**src/rtl/dmem_arb_pkg.sv**
```systemverilog
// -----------------------------------------------------------------------------
// dmem_arb_pkg
// Shared definitions for the data-memory arbiter:
//   state_e     - arbiter FSM states (IDLE / ISSUE / DONE)
//   F3_*        - RISC-V load/store size encodings carried on Funct3
//   STAT_W      - width of the optional statistics counters
// -----------------------------------------------------------------------------
package dmem_arb_pkg;

    typedef enum logic [1:0] {
        ST_IDLE  = 2'd0,
        ST_ISSUE = 2'd1,
        ST_DONE  = 2'd2
    } state_e;

    localparam logic [2:0] F3_B  = 3'b000;
    localparam logic [2:0] F3_H  = 3'b001;
    localparam logic [2:0] F3_W  = 3'b010;
    localparam logic [2:0] F3_BU = 3'b100;
    localparam logic [2:0] F3_HU = 3'b101;

    localparam int STAT_W = 16;

endpackage

```
**src/rtl/dmem_arbiter_rr.sv**
```systemverilog
// -----------------------------------------------------------------------------
// rr_arbiter
// Purely combinational round-robin pick. The search starts one position after
// last_grant and wraps modulo NREQ; the first requesting index wins.
// Ports:
//   req        in   NREQ   request vector
//   last_grant in   IDXW   index granted most recently
//   grant      out  NREQ   one-hot grant (all zero when nobody requests)
//   grant_idx  out  IDXW   binary index of the winner
//   any        out  1      at least one request present
// -----------------------------------------------------------------------------
module rr_arbiter #(
    parameter int NREQ = 2,
    parameter int IDXW = $clog2(NREQ)
) (
    input  logic [NREQ-1:0] req,
    input  logic [IDXW-1:0] last_grant,
    output logic [NREQ-1:0] grant,
    output logic [IDXW-1:0] grant_idx,
    output logic            any
);

    int              sum;
    logic [IDXW-1:0] idx;

    always_comb begin
        grant     = '0;
        grant_idx = '0;
        any       = 1'b0;
        sum       = 0;
        idx       = '0;
        for (int k = 1; k <= NREQ; k++) begin
            // Wrap without a modulo so non-power-of-two NREQ works.
            sum = int'(last_grant) + k;
            if (sum >= NREQ) begin
                sum = sum - NREQ;
            end
            idx = sum[IDXW-1:0];
            if (!any && req[idx]) begin
                any        = 1'b1;
                grant[idx] = 1'b1;
                grant_idx  = idx;
            end
        end
    end

endmodule

```
**src/rtl/dmem_arbiter.sv**
```systemverilog
// -----------------------------------------------------------------------------
// dmem_arbiter
// Shares one data-memory port between NREQ requesters. Each access is
// serialised through IDLE -> ISSUE -> DONE: accept in IDLE (req_ready pulse),
// drive the memory strobes for exactly one cycle in ISSUE, pulse rsp_valid to
// the owner in DONE. Round-robin arbitration, requester 0 wins first.
//
// Optional build macro: DMEM_ARB_STATS_EN adds saturating grant counters per
// requester (stat_grants) and a contention counter (stat_conflicts).
//
// Ports:
//   clk, rst_n               clock, synchronous active-low reset
//   req_valid/we             per-requester request and direction (1 = store)
//   req_addr/wdata/funct3    packed per-requester payload, slice i = req i
//   req_ready                one-hot acceptance pulse
//   rsp_valid                one-hot completion pulse (loads and stores)
//   rsp_rdata                load data, valid with rsp_valid
//   mem_read/write/addr/wdata/funct3   to data memory
//   mem_rdata                from data memory
//   stat_grants, stat_conflicts        (DMEM_ARB_STATS_EN only)
// -----------------------------------------------------------------------------
module dmem_arbiter
    import dmem_arb_pkg::*;
#(
    parameter int NREQ       = 2,
    parameter int DM_ADDRESS = 9,
    parameter int DATA_W     = 32
) (
    input  logic                       clk,
    input  logic                       rst_n,
    input  logic [NREQ-1:0]            req_valid,
    input  logic [NREQ-1:0]            req_we,
    input  logic [NREQ*DM_ADDRESS-1:0] req_addr,
    input  logic [NREQ*DATA_W-1:0]     req_wdata,
    input  logic [NREQ*3-1:0]          req_funct3,
    output logic [NREQ-1:0]            req_ready,
    output logic [NREQ-1:0]            rsp_valid,
    output logic [DATA_W-1:0]          rsp_rdata,
    output logic                       mem_read,
    output logic                       mem_write,
    output logic [DM_ADDRESS-1:0]      mem_addr,
    output logic [DATA_W-1:0]          mem_wdata,
    output logic [2:0]                 mem_funct3,
    input  logic [DATA_W-1:0]          mem_rdata
`ifdef DMEM_ARB_STATS_EN
    ,
    output logic [NREQ*STAT_W-1:0]     stat_grants,
    output logic [STAT_W-1:0]          stat_conflicts
`endif
);

    localparam int IDXW = $clog2(NREQ);

    state_e                state_q, state_d;
    logic [IDXW-1:0]       owner_q, owner_d;
    logic [IDXW-1:0]       last_grant_q, last_grant_d;
    logic                  we_q, we_d;
    logic [DM_ADDRESS-1:0] addr_q, addr_d;
    logic [DATA_W-1:0]     wdata_q, wdata_d;
    logic [2:0]            funct3_q, funct3_d;
    logic [DATA_W-1:0]     rdata_q, rdata_d;

    logic [NREQ-1:0]       grant;
    logic [IDXW-1:0]       grant_idx;
    logic                  grant_any;

    // Unpacked views of the packed request payloads.
    logic [DM_ADDRESS-1:0] addr_arr   [NREQ];
    logic [DATA_W-1:0]     wdata_arr  [NREQ];
    logic [2:0]            funct3_arr [NREQ];

    genvar gi;
    generate
        for (gi = 0; gi < NREQ; gi++) begin : g_unpack
            assign addr_arr[gi]   = req_addr[gi*DM_ADDRESS +: DM_ADDRESS];
            assign wdata_arr[gi]  = req_wdata[gi*DATA_W +: DATA_W];
            assign funct3_arr[gi] = req_funct3[gi*3 +: 3];
        end
    endgenerate

    rr_arbiter #(
        .NREQ (NREQ),
        .IDXW (IDXW)
    ) u_rr (
        .req        (req_valid),
        .last_grant (last_grant_q),
        .grant      (grant),
        .grant_idx  (grant_idx),
        .any        (grant_any)
    );

    always_comb begin
        state_d      = state_q;
        owner_d      = owner_q;
        last_grant_d = last_grant_q;
        we_d         = we_q;
        addr_d       = addr_q;
        wdata_d      = wdata_q;
        funct3_d     = funct3_q;
        rdata_d      = rdata_q;
        req_ready    = '0;
        rsp_valid    = '0;
        mem_read     = 1'b0;
        mem_write    = 1'b0;
        case (state_q)
            ST_IDLE: begin
                if (grant_any) begin
                    req_ready    = grant;
                    owner_d      = grant_idx;
                    last_grant_d = grant_idx;
                    we_d         = req_we[grant_idx];
                    addr_d       = addr_arr[grant_idx];
                    wdata_d      = wdata_arr[grant_idx];
                    funct3_d     = funct3_arr[grant_idx];
                    state_d      = ST_ISSUE;
                end
            end
            ST_ISSUE: begin
                mem_read  = ~we_q;
                mem_write = we_q;
                // Stores leave the previous load data visible.
                if (!we_q) begin
                    rdata_d = mem_rdata;
                end
                state_d = ST_DONE;
            end
            ST_DONE: begin
                rsp_valid[owner_q] = 1'b1;
                state_d            = ST_IDLE;
            end
            default: begin
                state_d = ST_IDLE;
            end
        endcase
        // A handshake seen while reset is low would be lost by the reset
        // edge, so neither acceptance nor completion is signalled then.
        if (!rst_n) begin
            req_ready = '0;
            rsp_valid = '0;
        end
    end

    always_ff @(posedge clk) begin
        if (!rst_n) begin
            state_q      <= ST_IDLE;
            owner_q      <= '0;
            last_grant_q <= IDXW'(NREQ - 1);
            we_q         <= 1'b0;
            addr_q       <= '0;
            wdata_q      <= '0;
            funct3_q     <= '0;
            rdata_q      <= '0;
        end else begin
            state_q      <= state_d;
            owner_q      <= owner_d;
            last_grant_q <= last_grant_d;
            we_q         <= we_d;
            addr_q       <= addr_d;
            wdata_q      <= wdata_d;
            funct3_q     <= funct3_d;
            rdata_q      <= rdata_d;
        end
    end

    // Address/data/size hold the last accepted access outside ISSUE.
    assign mem_addr   = addr_q;
    assign mem_wdata  = wdata_q;
    assign mem_funct3 = funct3_q;
    assign rsp_rdata  = rdata_q;

`ifdef DMEM_ARB_STATS_EN
    logic [NREQ*STAT_W-1:0] grants_q;
    logic [STAT_W-1:0]      conflicts_q;

    always_ff @(posedge clk) begin
        if (!rst_n) begin
            grants_q    <= '0;
            conflicts_q <= '0;
        end else begin
            for (int i = 0; i < NREQ; i++) begin
                if (req_ready[i] && (grants_q[i*STAT_W +: STAT_W] != {STAT_W{1'b1}})) begin
                    grants_q[i*STAT_W +: STAT_W] <= grants_q[i*STAT_W +: STAT_W] + 1'b1;
                end
            end
            if ((state_q == ST_IDLE) && ($countones(req_valid) > 1)
                && (conflicts_q != {STAT_W{1'b1}})) begin
                conflicts_q <= conflicts_q + 1'b1;
            end
        end
    end

    assign stat_grants    = grants_q;
    assign stat_conflicts = conflicts_q;
`endif

endmodule

```
**config.mk**
```make
export PLATFORM = sky130hd
export DESIGN_NAME = dmem_arbiter
export DESIGN_NICKNAME = d
export VERILOG_FILES = /design/src/rtl/dmem_arb_pkg.sv /design/src/rtl/dmem_arbiter_rr.sv /design/src/rtl/dmem_arbiter.sv
export SDC_FILE = /design/constraint.sdc
export NUM_CORES = 1
export LEC_CHECK = 0
export ABC_AREA = 1
export ABC_CLOCK_PERIOD_IN_PS = 1610
export CAP_MARGIN = 5
export CORE_ASPECT_RATIO = 1.2
export CORE_MARGIN = 5
export CORE_UTILIZATION = 39
export CTS_CLUSTER_DIAMETER = 60
export DETAILED_ROUTE_END_ITERATION = 16
export GPL_TIMING_DRIVEN = 0
export PLACE_DENSITY_LB_ADDON = 0.15
export SLEW_MARGIN = 20
export SYNTH_ARGS = -nofsm -noshare
export SYNTH_HDL_FRONTEND = slang
export SYNTH_SLANG_ARGS = --single-unit
```
**constraint.sdc**
```tcl
create_clock -name clk -period 1.61 [get_ports clk]
set_clock_uncertainty 0.05 [all_clocks]
set_input_delay 0.2415 -clock clk [delete_from_list [all_inputs] [get_ports clk]]
set_output_delay 0.2415 -clock clk [all_outputs]
set_load 0.03 [all_outputs]
```
== Yosys cells after proc, flatten, opt, wreduce, memory -nomap -nowiden ==
Cells that the tools add are included.

* Register bits after elaboration: 81
* Bits of input ports: 126
* Logic and storage cells: 74

* Add/subtract/negate cells: 4
* Order comparisons: 10
* Equality and inequality tests: 3
* Multiplexer cells: 38
* Bitwise gates (word level): 3
* Reductions and logical operators: 8

{| class="wikitable"
|+ Operators by type and width
! kind !! count
|-
| 32-bit two-way mux || 3
|-
| 9-bit two-way mux || 3
|-
| 1-bit two-way mux || 17
|-
| 2-bit two-way mux || 8
|-
| 3-bit two-way mux || 3
|-
| 1-bit by 2-bit < comparator with 1-bit output (second input constant) || 4
|-
| 2-bit greater-or-equal comparator (second input constant) || 2
|-
| 1-bit logical AND || 4
|-
| 2-bit case mux with 2 select lines || 1
|-
| 2-bit AND reduction || 2
|-
| 1-bit by 2-bit adder with 3-bit output (second input constant) || 1
|-
| 1-bit demux with 1-bit select || 3
|-
| 1-bit greater-or-equal comparator (second input constant) || 3
|-
| 3-bit by 2-bit greater-or-equal comparator with 1-bit output (second input constant) || 1
|-
| 1-bit by 1-bit adder with 2-bit output (second input constant) || 1
|-
| 2-bit by 1-bit equality test with 1-bit output (second input constant) || 1
|-
| 2-bit equality test (second input constant) || 1
|-
| 2-bit zero test || 1
|-
| 2-bit != test (second input constant) || 1
|-
| 1-bit NOT with 2-bit output || 1
|-
| 2-bit bitwise OR || 1
|-
| 1-bit subtractor (second input constant) || 2
|-
| 1-bit zero test || 1
|-
| 1-bit NOT || 1
|}

== Logic depth before layout (Yosys ltp) ==
Gate-level depths: netlist of run 1.

* Depth after elaboration: 13
* Mapped depth: 7

== Modules after synthesis ==
From an unflattened synthesis of run 1, not the netlist that was laid out.

* Cell total of the unflattened synthesis: 666
* Area total of the unflattened synthesis: 3977.6 µm²

{| class="wikitable"
|+ Modules (own cells, without submodules)
! module !! instances !! cells an instance !! area an instance (µm²) !! sequential area each (µm²)
|-
| dmem_arbiter || 1 || 659 || 3947.5 || 1621.6
|-
| rr_arbiter || 1 || 7 || 30.0 || 0.0
|}

== Worst setup path before layout of run 1 ==
No wires, ideal clock.

* Kind: register to output
* Start: register state_q[1]
* End: output port req_ready[0]
* Arrival: 1190 ps
* Data required time: 1319 ps
* Path slack: 129 ps
* Stages on the path, launching flop included: 4
* Buffers on the path: 0
* Cell sequence: dfxtp_1 > inv_1 > nand2_1 > nor3_1

* Cells in the longest elaborated chain, start to end: 3

{| class="wikitable"
|+ Ends and longest elaborated chain
! what !! line !! text
|-
| start: declaration || dmem_arbiter.sv:54 || <nowiki>state_e state_q, state_d;</nowiki>
|-
| start signal: assignment || dmem_arbiter.sv:154 || <nowiki>state_q <= state_d;</nowiki>
|-
| 2-bit zero test || dmem_arbiter.sv:105 || <nowiki>case (state_q)</nowiki>
|-
| 2-bit two-way mux || dmem_arbiter.sv:105 ||
|-
| 2-bit two-way mux || dmem_arbiter.sv:137 || <nowiki>if (!rst_n) begin</nowiki>
|-
| end: declaration || dmem_arbiter.sv:36 || <nowiki>output logic [NREQ-1:0] req_ready,</nowiki>
|}

Every way passes these cells.

== Worst setup path in the final report of run 1 ==
* Start: register state_q[1]
* End: output port mem_read

* Cells in the longest elaborated chain, start to end: 2

{| class="wikitable"
|+ Ends and longest elaborated chain
! what !! line !! text
|-
| 2-bit by 1-bit equality test with 1-bit output || dmem_arbiter.sv:105 ||
|-
| 1-bit two-way mux || dmem_arbiter.sv:105 ||
|-
| end: declaration || dmem_arbiter.sv:39 || <nowiki>output logic mem_read,</nowiki>
|}

Every way passes these cells.

==> reports/metrics.csv, run 1 <==
stage,metric,value,unit
finish,final_nets,988,
synth,netlist_area,3840,sq um
pwr,power.internal,4.16,mW
worst_hold_path,hold_class,in -> reg,
pwr,ir_drop,0.464,mV
synth,yosysUniqueCellTypes,16,
global_route,grt_pass1_vias,4205,
global_route,grt_overflow,0,
synth,ys_ff_latch,81,
clocking,htree_levels,3,
worst_setup_path,worstSetupPathType,reg -> out,
clocking,root_buffer,clkbuf_16,
global_route,grt_usage,20.0,%
synth,yosysSeqAreaShare,42.2,%
placement,place.gp.congestion,0.819,
sta,setup_slack,0.0746,ns
worst_setup_path,rr_startpoint,state_q[1],
clocking,clock_latency,0.33,ns
worst_setup_path,r2r_end,mem_addr[4],
pwr,p_switching,2.01,mW
sta,tns,0,ns
worst_setup_path,startpoint_type,flop,
placement,postPlaceCellArea,6070,sq um
placement,place_hpwl,9.64,mm
synth,ys_warn_count,0,
clocking,cts_buffers,9,
routing,first_iter_violations,133,
routing,drt_pass1_iterations,4,
sta,max_slew_margin,70.9,%
clocking,cts.sinks,81,
finish,drive_gt1_share,6.92,%
sta,slew_viol_final,0,
worst_setup_path,critPathMaxFanout,10,
pwr,power,6.18,mW
worst_hold_path,hold_end,owner_q,
clocking,clk_pin_slew,0.07,ns
job,drv_cap,0,
sta,min_period,1.54,ns
placement,io_buffer_count,207,
clocking,cts_buffer_depth,2,
pwr,p_per_area,977,nW/um^2
worst_setup_path,critical_path_arrival,1.24,ns
sta,final_hold_viol_count,0,
global_route,grt_max_degree,17,
floorplanning,row_count,39,
floorplanning,dieArea,11900,sq um
routing,ant_nets,0,
worst_hold_path,worstHoldStart,req_valid[1],
finish,final_cell_mix,"nand2_1, nor2_1, clkdlybuf4s50_1, inv_1, dfxtp_1",
routing,routed_wl,12.1,mm
routing,drc,0,
pwr,p_seq_share,37.0,%
floorplanning,core_area,9560,sq um
finish,area.growth.synth_to_final,64.6,%
sta,setup_viol,0,
pwr,comb_power_share,28.8,%
placement,post-place-ws,-0.618,ns
floorplanning,dieHeight,119,um
global_route,grt_pass1_wl,19.6,mm
clocking,cts_hold_buffers,0,
clocking,tritoncts,built,
sta,fin_crit_sh,95.4,%
sta,max_freq,651,MHz
pwr,switching_share,32.6,%
finish,final_util,66.1,%
floorplanning,die_x,101,um
routing,vias_per_cell,4.38,
finish,postLayoutCellArea,6320,sq um
run_status,status,"complete, no violations",
synth,synthesis.nets,769,
sta,rsz0062_at_grt,true,
sta,worst_slew_pin_slew,0.436,ns
worst_setup_path,critical_path_required,1.32,ns
routing,vias,4342,
worst_hold_path,min_path_cells,3,
synth,syn_area_per_cell,5.98,sq um
worst_setup_path,endpoint_kind,output port,
synth,synthCells,643,
routing,avgRoutedWirePerCell,12.2,um
worst_setup_path,worst_r2r_path_depth,7,
pwr,p_leak,3.36,nW
pwr,clkPwrFrac,34.2,%
floorplanning,io_pins,208,
global_route,grt_antenna_before_repair,1,
finish,final_common_cell,nand2_1,
floorplanning,start_util,40.2,%
worst_setup_path,r2r_setup_slack,0.17,ns
kinds of logic after synthesis:
kind of cell,count (synthesis),share of synthesized area (%)
compound gates,35,4.59
flops,81,42.2
simple gates,399,39.5
buf+inv,128,13.7
per-stage QoR:
step	hold slack, ns	cells
finish	0.281	991
global route	0.303	991
CTS	0.401	989
detailed placement	0.406	973
global placement	0.402	973
floorplan	0.335	643
power by group through the flow:
stage	clock network (mW)	logic [mW]	registers (mW)
final	2.11	1.78	2.29
after CTS	2.16	1.79	2.29
after floorplan	0	0.687	2.69
after detailed placement	0	1.90	2.34
after global routing	2.23	1.97	2.31
after global placement	0	1.87	2.33
synth_stat cells:
cell / n / share of area [%]
nand2_1: 251 / 25
nor2_1: 142 / 14
inv_1: 95 / 9.3
dfxtp_1: 81 / 42
a21oi_1: 32 / 4.2
buf_2: 17 / 2.2
buf_4: 7 / 1.4
clkbuf_1: 6 / 0.59
buf_1: 3 / 0.29
nand3_1: 2 / 0.26
nor3_1: 2 / 0.26
nand3_2: 1 / 0.26
nor2_4: 1 / 0.29
o21ai_0: 1 / 0.13
o21ai_1: 1 / 0.13
o22ai_1: 1 / 0.16
worst max-delay path by stage:
stage,from,endpoint,cells after the start
after floorplan,state_q[1],req_ready[0],3
final,state_q[1],mem_read,5
after global placement,rst_n,rsp_valid[1],5
after global routing,state_q[1],req_ready[1],4
after detailed placement,rst_n,req_ready[0],5
after CTS,state_q[1],mem_read,5
cell type report:
class | instances | area, sq um
Fill cell | 878 | 3240
Timing Repair Buffer | 208 | 1970
Multi-Input combinational cell | 434 | 1720
Sequential cell | 81 | 1620
Inverter | 95 | 359
Clock buffer | 9 | 225
Buffer | 33 | 184
Tap cell | 123 | 154
Clock inverter | 7 | 83.8
Antenna cell | 1 | 2.50
critical path, cell delays in order, from the launching register on:
cell and delay, ns:
dfxtp_1 0.34, inv_2 0.09, nand3_4 0.11, inv_4 0.09, buf_6 0.14, buf_6 0.13
per-layer routing:
layer  share of wire (%)  GRT usage (%)
met3                 7.7           5.24
met1                  40           22.0
met5                   0              0
met2                  50           36.0
met4                 2.4           8.00
flip-flops by register name, summed over array words and instances (netlist names):
| name | flops |
|---|---|
| mem_wdata | 32 |
| rsp_rdata | 32 |
| mem_addr | 9 |
| mem_funct3 | 3 |
| state_q | 2 |
| last_grant_q | 1 |
| owner_q | 1 |
| we_q | 1 |
repair_timing:
| action | 4_1_cts | 5_1_grt |
|---|---|---|
| gates resized for setup | 121 | 12 |
| endpoints found under the setup margin | 82 | 10 |
| setup buffers | 0 | 1 |
| pin swaps | 0 | 0 |
| gates cloned | 0 | 0 |
No activity file was read; power rests on OpenSTA's default activity.
==> run 2, diff against run 1 <==
--- a/config.mk
+++ b/config.mk
@@ -6,11 +6,11 @@
 export NUM_CORES = 1
 export LEC_CHECK = 0
 export ABC_AREA = 1
-export ABC_CLOCK_PERIOD_IN_PS = 1610
+export ABC_CLOCK_PERIOD_IN_PS = 1300
 export CAP_MARGIN = 5
 export CORE_ASPECT_RATIO = 1.2
 export CORE_MARGIN = 5
-export CORE_UTILIZATION = 39
+export CORE_UTILIZATION = 35
 export CTS_CLUSTER_DIAMETER = 60
 export DETAILED_ROUTE_END_ITERATION = 16
 export GPL_TIMING_DRIVEN = 0
==> constraint.sdc (replaced) <==
create_clock -name clk -period 1.3 [get_ports clk]
set_clock_uncertainty 0.05 [all_clocks]
set_input_delay 0.195 -clock clk [delete_from_list [all_inputs] [get_ports clk]]
set_output_delay 0.195 -clock clk [all_outputs]
set_load 0.03 [all_outputs]
==> reports/metrics.csv, run 2 (same netlist as run 1, synthesis figures left out) <==
stage,metric,value,unit,change
clocking,root_buffer,clkbuf_16,,
global_route,grt_usage,19.1,%,-0.96 points
routing,first_iter_violations,100,,-25%
floorplanning,dieArea,13200,sq um,+10%
sta,holdWs,0.375,ns,+0.0940 ns
finish,final_common_cell,nand2_1,,
finish,final_util,61.4,%,-4.7 points
clocking,clock_latency,0.32,ns,about the same
clocking,cts.sinks,81,,unchanged
floorplanning,dieHeight,125,um,+5.1%
worst_setup_path,path_buf_inv,1,,-3
sta,min_period,1.45,ns,
worst_setup_path,critical_path_required,1.05,ns,-0.27 ns
global_route,grt_max_degree,13,,-4
routing,routed_wl,12.8,mm,+6.0%
worst_setup_path,critPathSlowestCell,dfxtp_4,,
worst_setup_path,critPathMaxFanout,4,,-6
run_status,status,"complete, but fails checks",,
clocking,cts_buffers,9,,unchanged
placement,place_hpwl,9.64,mm,about the same
global_route,grt_pass1_vias,4336,,+3.1%
worst_hold_path,hold_class,in -> reg,,
finish,nFillCells,1036,,+18%
clocking,cts_hold_buffers,0,,unchanged
clocking,tritoncts,built,,
sta,max_slew_margin,69.6,%,-1.4 points
sta,slew_viol_final,0,,unchanged
routing,ant_nets,0,,unchanged
floorplanning,row_count,42,,+7.7%
finish,final_cell_mix,"nand2_1, nor2_1, clkdlybuf4s50_1, inv_1, dfxtp_1",,
worst_setup_path,r2r_setup_slack,0,ns,-0.17 ns
global_route,grt_pass1_wl,20.6,mm,+5.5%
sta,setup_slack,-0.151,ns,-0.226 ns
routing,drc,0,,unchanged
sta,max_freq,689,MHz,
floorplanning,io_pins,208,,unchanged
pwr,p_leak,3.31,nW,-1.4%
sta,fin_crit_sh,112,%,
finish,drive_gt1_share,17.1,%,+10 points
run_status,violations,negative setup slack,,
routing,vias_per_cell,4.31,,-1.7%
floorplanning,core_area,10900,sq um,+14%
sta,setup_viol,6,,+6
global_route,grt_overflow,0,,unchanged
global_route,grt_antenna_before_repair,1,,unchanged
pwr,ir_drop,0.717,mV,+55%
worst_setup_path,cpLargestDelayFamily,flip-flops,,
clocking,cts_buffer_depth,2,,unchanged
clocking,htree_levels,3,,unchanged
worst_setup_path,endpoint_kind,output port,,
worst_setup_path,crit_chain,nor2_4 -> nand3_2 -> nor2_1 -> buf_4,,
finish,final_nets,1005,,+1.7%
finish,area.growth.synth_to_final,73.8,%,
pwr,p_per_area,1210,nW/um^2,+24%
floorplanning,start_util,35.3,%,-4.9 points
worst_setup_path,startpoint_type,flop,,
sta,rsz0062_at_grt,true,,
placement,post-place-ws,-0.857,ns,-0.239 ns
worst_setup_path,worstSetupPathType,reg -> out,,
floorplanning,die_x,106,um,+5.0%
pwr,power,8.11,mW,+31%
worst_setup_path,slowest_delay,0.37,ns,+0.03 ns
sta,worst_slew_pin_slew,0.457,ns,+0.0210 ns
job,drv_cap,0,,unchanged
routing,drt_pass1_iterations,4,,unchanged
clocking,clk_pin_slew,0.06,ns,about the same
worst_setup_path,critical_path_arrival,1.21,ns,-0.03 ns
placement,io_buffer_count,207,,unchanged
sta,final_hold_viol_count,0,,unchanged
routing,vias,4378,,+0.83%
routing,avgRoutedWirePerCell,12.6,um,+3.4%
placement,place.gp.congestion,0.803,,-1.9%
==> run 2: final timing paths <==
check | from | to | cells past startpoint
worst max register to register | state_q[0] | mem_wdata[11] | 8
worst min-delay path | mem_rdata[26] | rsp_rdata[26] | 3
worst min register to register | rsp_rdata[26] | rsp_rdata[26] | 2
worst max-delay path | state_q[0] | req_ready[1] | 4
==> run 2: final cells by class <==
type / instances / area (sq um) / share of cell area, %
Inverter: 95 / 364 / 5.45
Buffer: 33 / 273 / 4.08
Clock buffer: 13 / 270 / 4.05
Multi-Input combinational cell: 434 / 1790 / 26.8
Antenna cell: 1 / 2.50 / 0.0375
Timing Repair Buffer: 225 / 2120 / 31.8
Sequential cell: 81 / 1630 / 24.4
Clock inverter: 2 / 60.1 / 0.899
Tap cell: 132 / 165 / 2.47
==> run 2: repair_timing <==
| item | 4_1_cts | 5_1_grt |
|---|---|---|
| pin swaps | 5 | 30 |
| hold endpoints to repair | 0 | 0 |
| cloned | 1 | 2 |
| endpoints found under the setup margin | 148 | 117 |
| buffers inserted | 9 | 6 |
| resized for setup | 245 | 89 |
==> run 2: worst min-delay path: cells and delay by family <==
kind            cells  cell delay, ns
compound gates      1            0.05
buf+inv             1            0.39
simple gates        1            0.06
==> run 2: power by group <==
part	total, mW	internal [mW]	switching, mW	leakage (nW)
logic	2.48	1.11	1.37	2.48
clock network	2.78	1.83	0.953	0.162
registers	2.85	2.72	0.128	0.669
==> run 2: stage by stage <==
step | setup TNS (ns) | instance area, sq um | std cells
floorplan | 0 | 3850 | 643
global placement | -29.98 | 6090 | 982
detailed placement | -32.16 | 6090 | 982
CTS | -0.535 | 6600 | 1007
global route | -4.52 | 6680 | 1015
finish | -0.504 | 6680 | 1016
==> run 2: per-layer routing <==
metal,part of all wire (%),GRT usage (%),vias up
li1,-,-,2325
met1,40,21.2,1904
met2,51,35.1,127
met3,6.4,5.08,20
met4,2.2,5.72,2
met5,0.078,0,-
==> run 3, diff against run 2 <==
--- a/config.mk
+++ b/config.mk
@@ -6,11 +6,11 @@
 export NUM_CORES = 1
 export LEC_CHECK = 0
 export ABC_AREA = 1
-export ABC_CLOCK_PERIOD_IN_PS = 1300
+export ABC_CLOCK_PERIOD_IN_PS = 1400
 export CAP_MARGIN = 5
 export CORE_ASPECT_RATIO = 1.2
 export CORE_MARGIN = 5
-export CORE_UTILIZATION = 35
+export CORE_UTILIZATION = 39
 export CTS_CLUSTER_DIAMETER = 60
 export DETAILED_ROUTE_END_ITERATION = 16
 export GPL_TIMING_DRIVEN = 0
==> constraint.sdc (replaced) <==
create_clock -name clk -period 1.4 [get_ports clk]
set_clock_uncertainty 0.05 [all_clocks]
set_input_delay 0.21 -clock clk [delete_from_list [all_inputs] [get_ports clk]]
set_output_delay 0.21 -clock clk [all_outputs]
set_load 0.03 [all_outputs]
==> reports/metrics.csv, run 3 (same netlist as run 1, synthesis figures left out) <==
stage,metric,value,unit,change
sta,slew_viol_final,0,,unchanged
sta,max_slew_margin,70.0,%,+0.48 points
placement,place_hpwl,9.54,mm,-1.1%
routing,first_iter_violations,125,,+25%
floorplanning,dieArea,11900,sq um,-9.4%
floorplanning,core_area,9560,sq um,-12%
finish,seqCellArea,1630,sq um,about the same
finish,final_util,67.4,%,+6.0 points
clocking,tritoncts,built,,
global_route,grt_pass1_wl,19.1,mm,-7.5%
pwr,p_seq_share,36.9,%,+1.8 points
pwr,clkPwrFrac,33.4,%,-0.9 points
clocking,htree_levels,3,,unchanged
finish,final_common_cell,nand2_1,,
floorplanning,row_count,39,,-7.1%
clocking,cts_hold_buffers,0,,unchanged
finish,num_antenna_cells,0,,-1
sta,worst_slew_pin_slew,0.450,ns,-0.00723 ns
sta,min_period,1.48,ns,
routing,routed_wl,12.3,mm,-4.4%
worst_setup_path,startpoint_type,flop,,
global_route,grt_max_degree,16,,+3
pwr,comb_power_share,29.7,%,-0.9 points
pwr,switching_share,32.4,%,+2.2 points
global_route,grt_usage,19.8,%,+0.73 points
routing,vias_per_cell,4.35,,+0.84%
floorplanning,io_pins,208,,unchanged
routing,vias,4341,,-0.85%
clocking,root_buffer,clkbuf_16,,
run_status,violations,negative setup slack,,
placement,io_buffer_count,207,,unchanged
pwr,p_leak,3.41,nW,+2.9%
sta,final_hold_viol_count,0,,unchanged
sta,tns,-0.146,ns,+0.358 ns
pwr,power.internal,4.82,mW,-15%
pwr,p_switching,2.31,mW,-5.5%
worst_setup_path,critical_path_required,1.14,ns,+0.09 ns
routing,drt_pass1_iterations,6,,+2
worst_setup_path,worstSetupPathType,reg -> out,,
pwr,ir_drop,0.726,mV,+1.3%
sta,setup_slack,-0.0789,ns,+0.0721 ns
clocking,cts_buffers,9,,unchanged
sta,setup_viol,3,,-3
finish,nFillCells,889,,-14%
routing,ant_nets,0,,unchanged
routing,drc,0,,unchanged
worst_setup_path,critical_path_arrival,1.22,ns,about the same
global_route,grt_pass1_vias,4098,,-5.5%
finish,area.growth.synth_to_final,67.7,%,
placement,place.gp.congestion,0.859,,+7.0%
clocking,cts_buffer_depth,2,,unchanged
floorplanning,start_util,40.2,%,+4.9 points
worst_setup_path,endpoint_kind,output port,,
clocking,cts.sinks,81,,unchanged
finish,final_cell_mix,"nand2_1, nor2_1, clkdlybuf4s50_1, inv_1, dfxtp_1",,
global_route,grt_antenna_before_repair,0,,-1
worst_hold_path,hold_class,in -> reg,,
worst_setup_path,critPathMaxFanout,7,,+3
global_route,grt_overflow,0,,unchanged
finish,multi_input_area,1750,sq um,-2.5%
clocking,clock_latency,0.33,ns,about the same
routing,avgRoutedWirePerCell,12.3,um,-2.8%
finish,final_nets,997,,-0.80%
sta,max_freq,676,MHz,
floorplanning,die_x,101,um,-4.8%
sta,rsz0062_at_grt,true,,
sta,fin_crit_sh,106,%,
floorplanning,dieHeight,119,um,-4.8%
pwr,p_per_area,1110,nW/um^2,-8.8%
run_status,status,"complete, but fails checks",,
job,drv_cap,0,,unchanged
finish,drive_gt1_share,8.11,%,-9.0 points
clocking,clk_pin_slew,0.07,ns,about the same
==> run 3: path summary, 6_finish.rpt <==
path,startpoint,to,slack [ns],cells after the start
hold / removal,mem_rdata[20],rsp_rdata[20],0.37,3
setup reg to reg,state_q[0],mem_addr[3],0.08,7
setup / recovery,state_q[1],mem_read,-0.08,5
hold reg to reg,rsp_rdata[29],rsp_rdata[29],0.41,2
==> run 3: per-stage QoR <==
| step | power, mW | hold slack, ns | setup WS, ns | area [sq um] | cells |
|---|---|---|---|---|---|
| 2_1_floorplan | 3.88 | 0.304 | 0.0461 | 3850 | 643 |
| 3_3_place_gp | 4.82 | 0.401 | -0.734 | 6070 | 973 |
| 3_5_place_dp | 4.87 | 0.407 | -0.747 | 6070 | 973 |
| 4_1_cts | 7.14 | 0.367 | -0.127 | 6340 | 991 |
| 5_1_grt | 7.53 | 0.387 | -0.116 | 6440 | 999 |
| 6_report | 7.14 | 0.373 | -0.0789 | 6440 | 999 |
==> run 3: critical path, cell delays in order (launching register included) <==
cell	delay, ns
dfxtp_4	0.36
inv_4	0.08
nand3_4	0.10
inv_4	0.10
buf_8	0.12
buf_6	0.13
==> run 3: final cells by class <==
class	count	share of cell area, %
buffer	33	3.28
clock buffer	9	3.50
clock inverter	7	1.20
inverter	95	5.65
multi-input combinational	435	27.1
sequential	81	25.3
tap	123	2.39
timing repair buffer	216	31.6
==> run 3: power by group through the flow <==
| stage | logic (mW) | registers [mW] | clock network, mW |
|---|---|---|---|
| 5_1_grt | 2.33 | 2.66 | 2.54 |
| 2_1_floorplan | 0.791 | 3.09 | 0 |
| 6_report | 2.12 | 2.64 | 2.38 |
| 3_5_place_dp | 2.18 | 2.69 | 0 |
| 3_3_place_gp | 2.15 | 2.68 | 0 |
| 4_1_cts | 2.07 | 2.64 | 2.43 |
==> run 3: per-layer routing <==
metal / wire length, um / share of wire (%) / global-route usage (%) / up-vias
li1: - / - / - / 2314
met3: 742 / 6.0 / 4.18 / 15
met5: 0 / 0 / 0 / -
met2: 6310 / 51 / 36.1 / 130
met4: 206 / 1.7 / 8.00 / 0
met1: 5020 / 41 / 21.8 / 1882
==> run 3: timing repair <==
item,CTS,global route
resized for setup,140,15
setup buffers,2,7
endpoints found under the setup margin,127,56
cloned,0,1
pin swaps,2,2
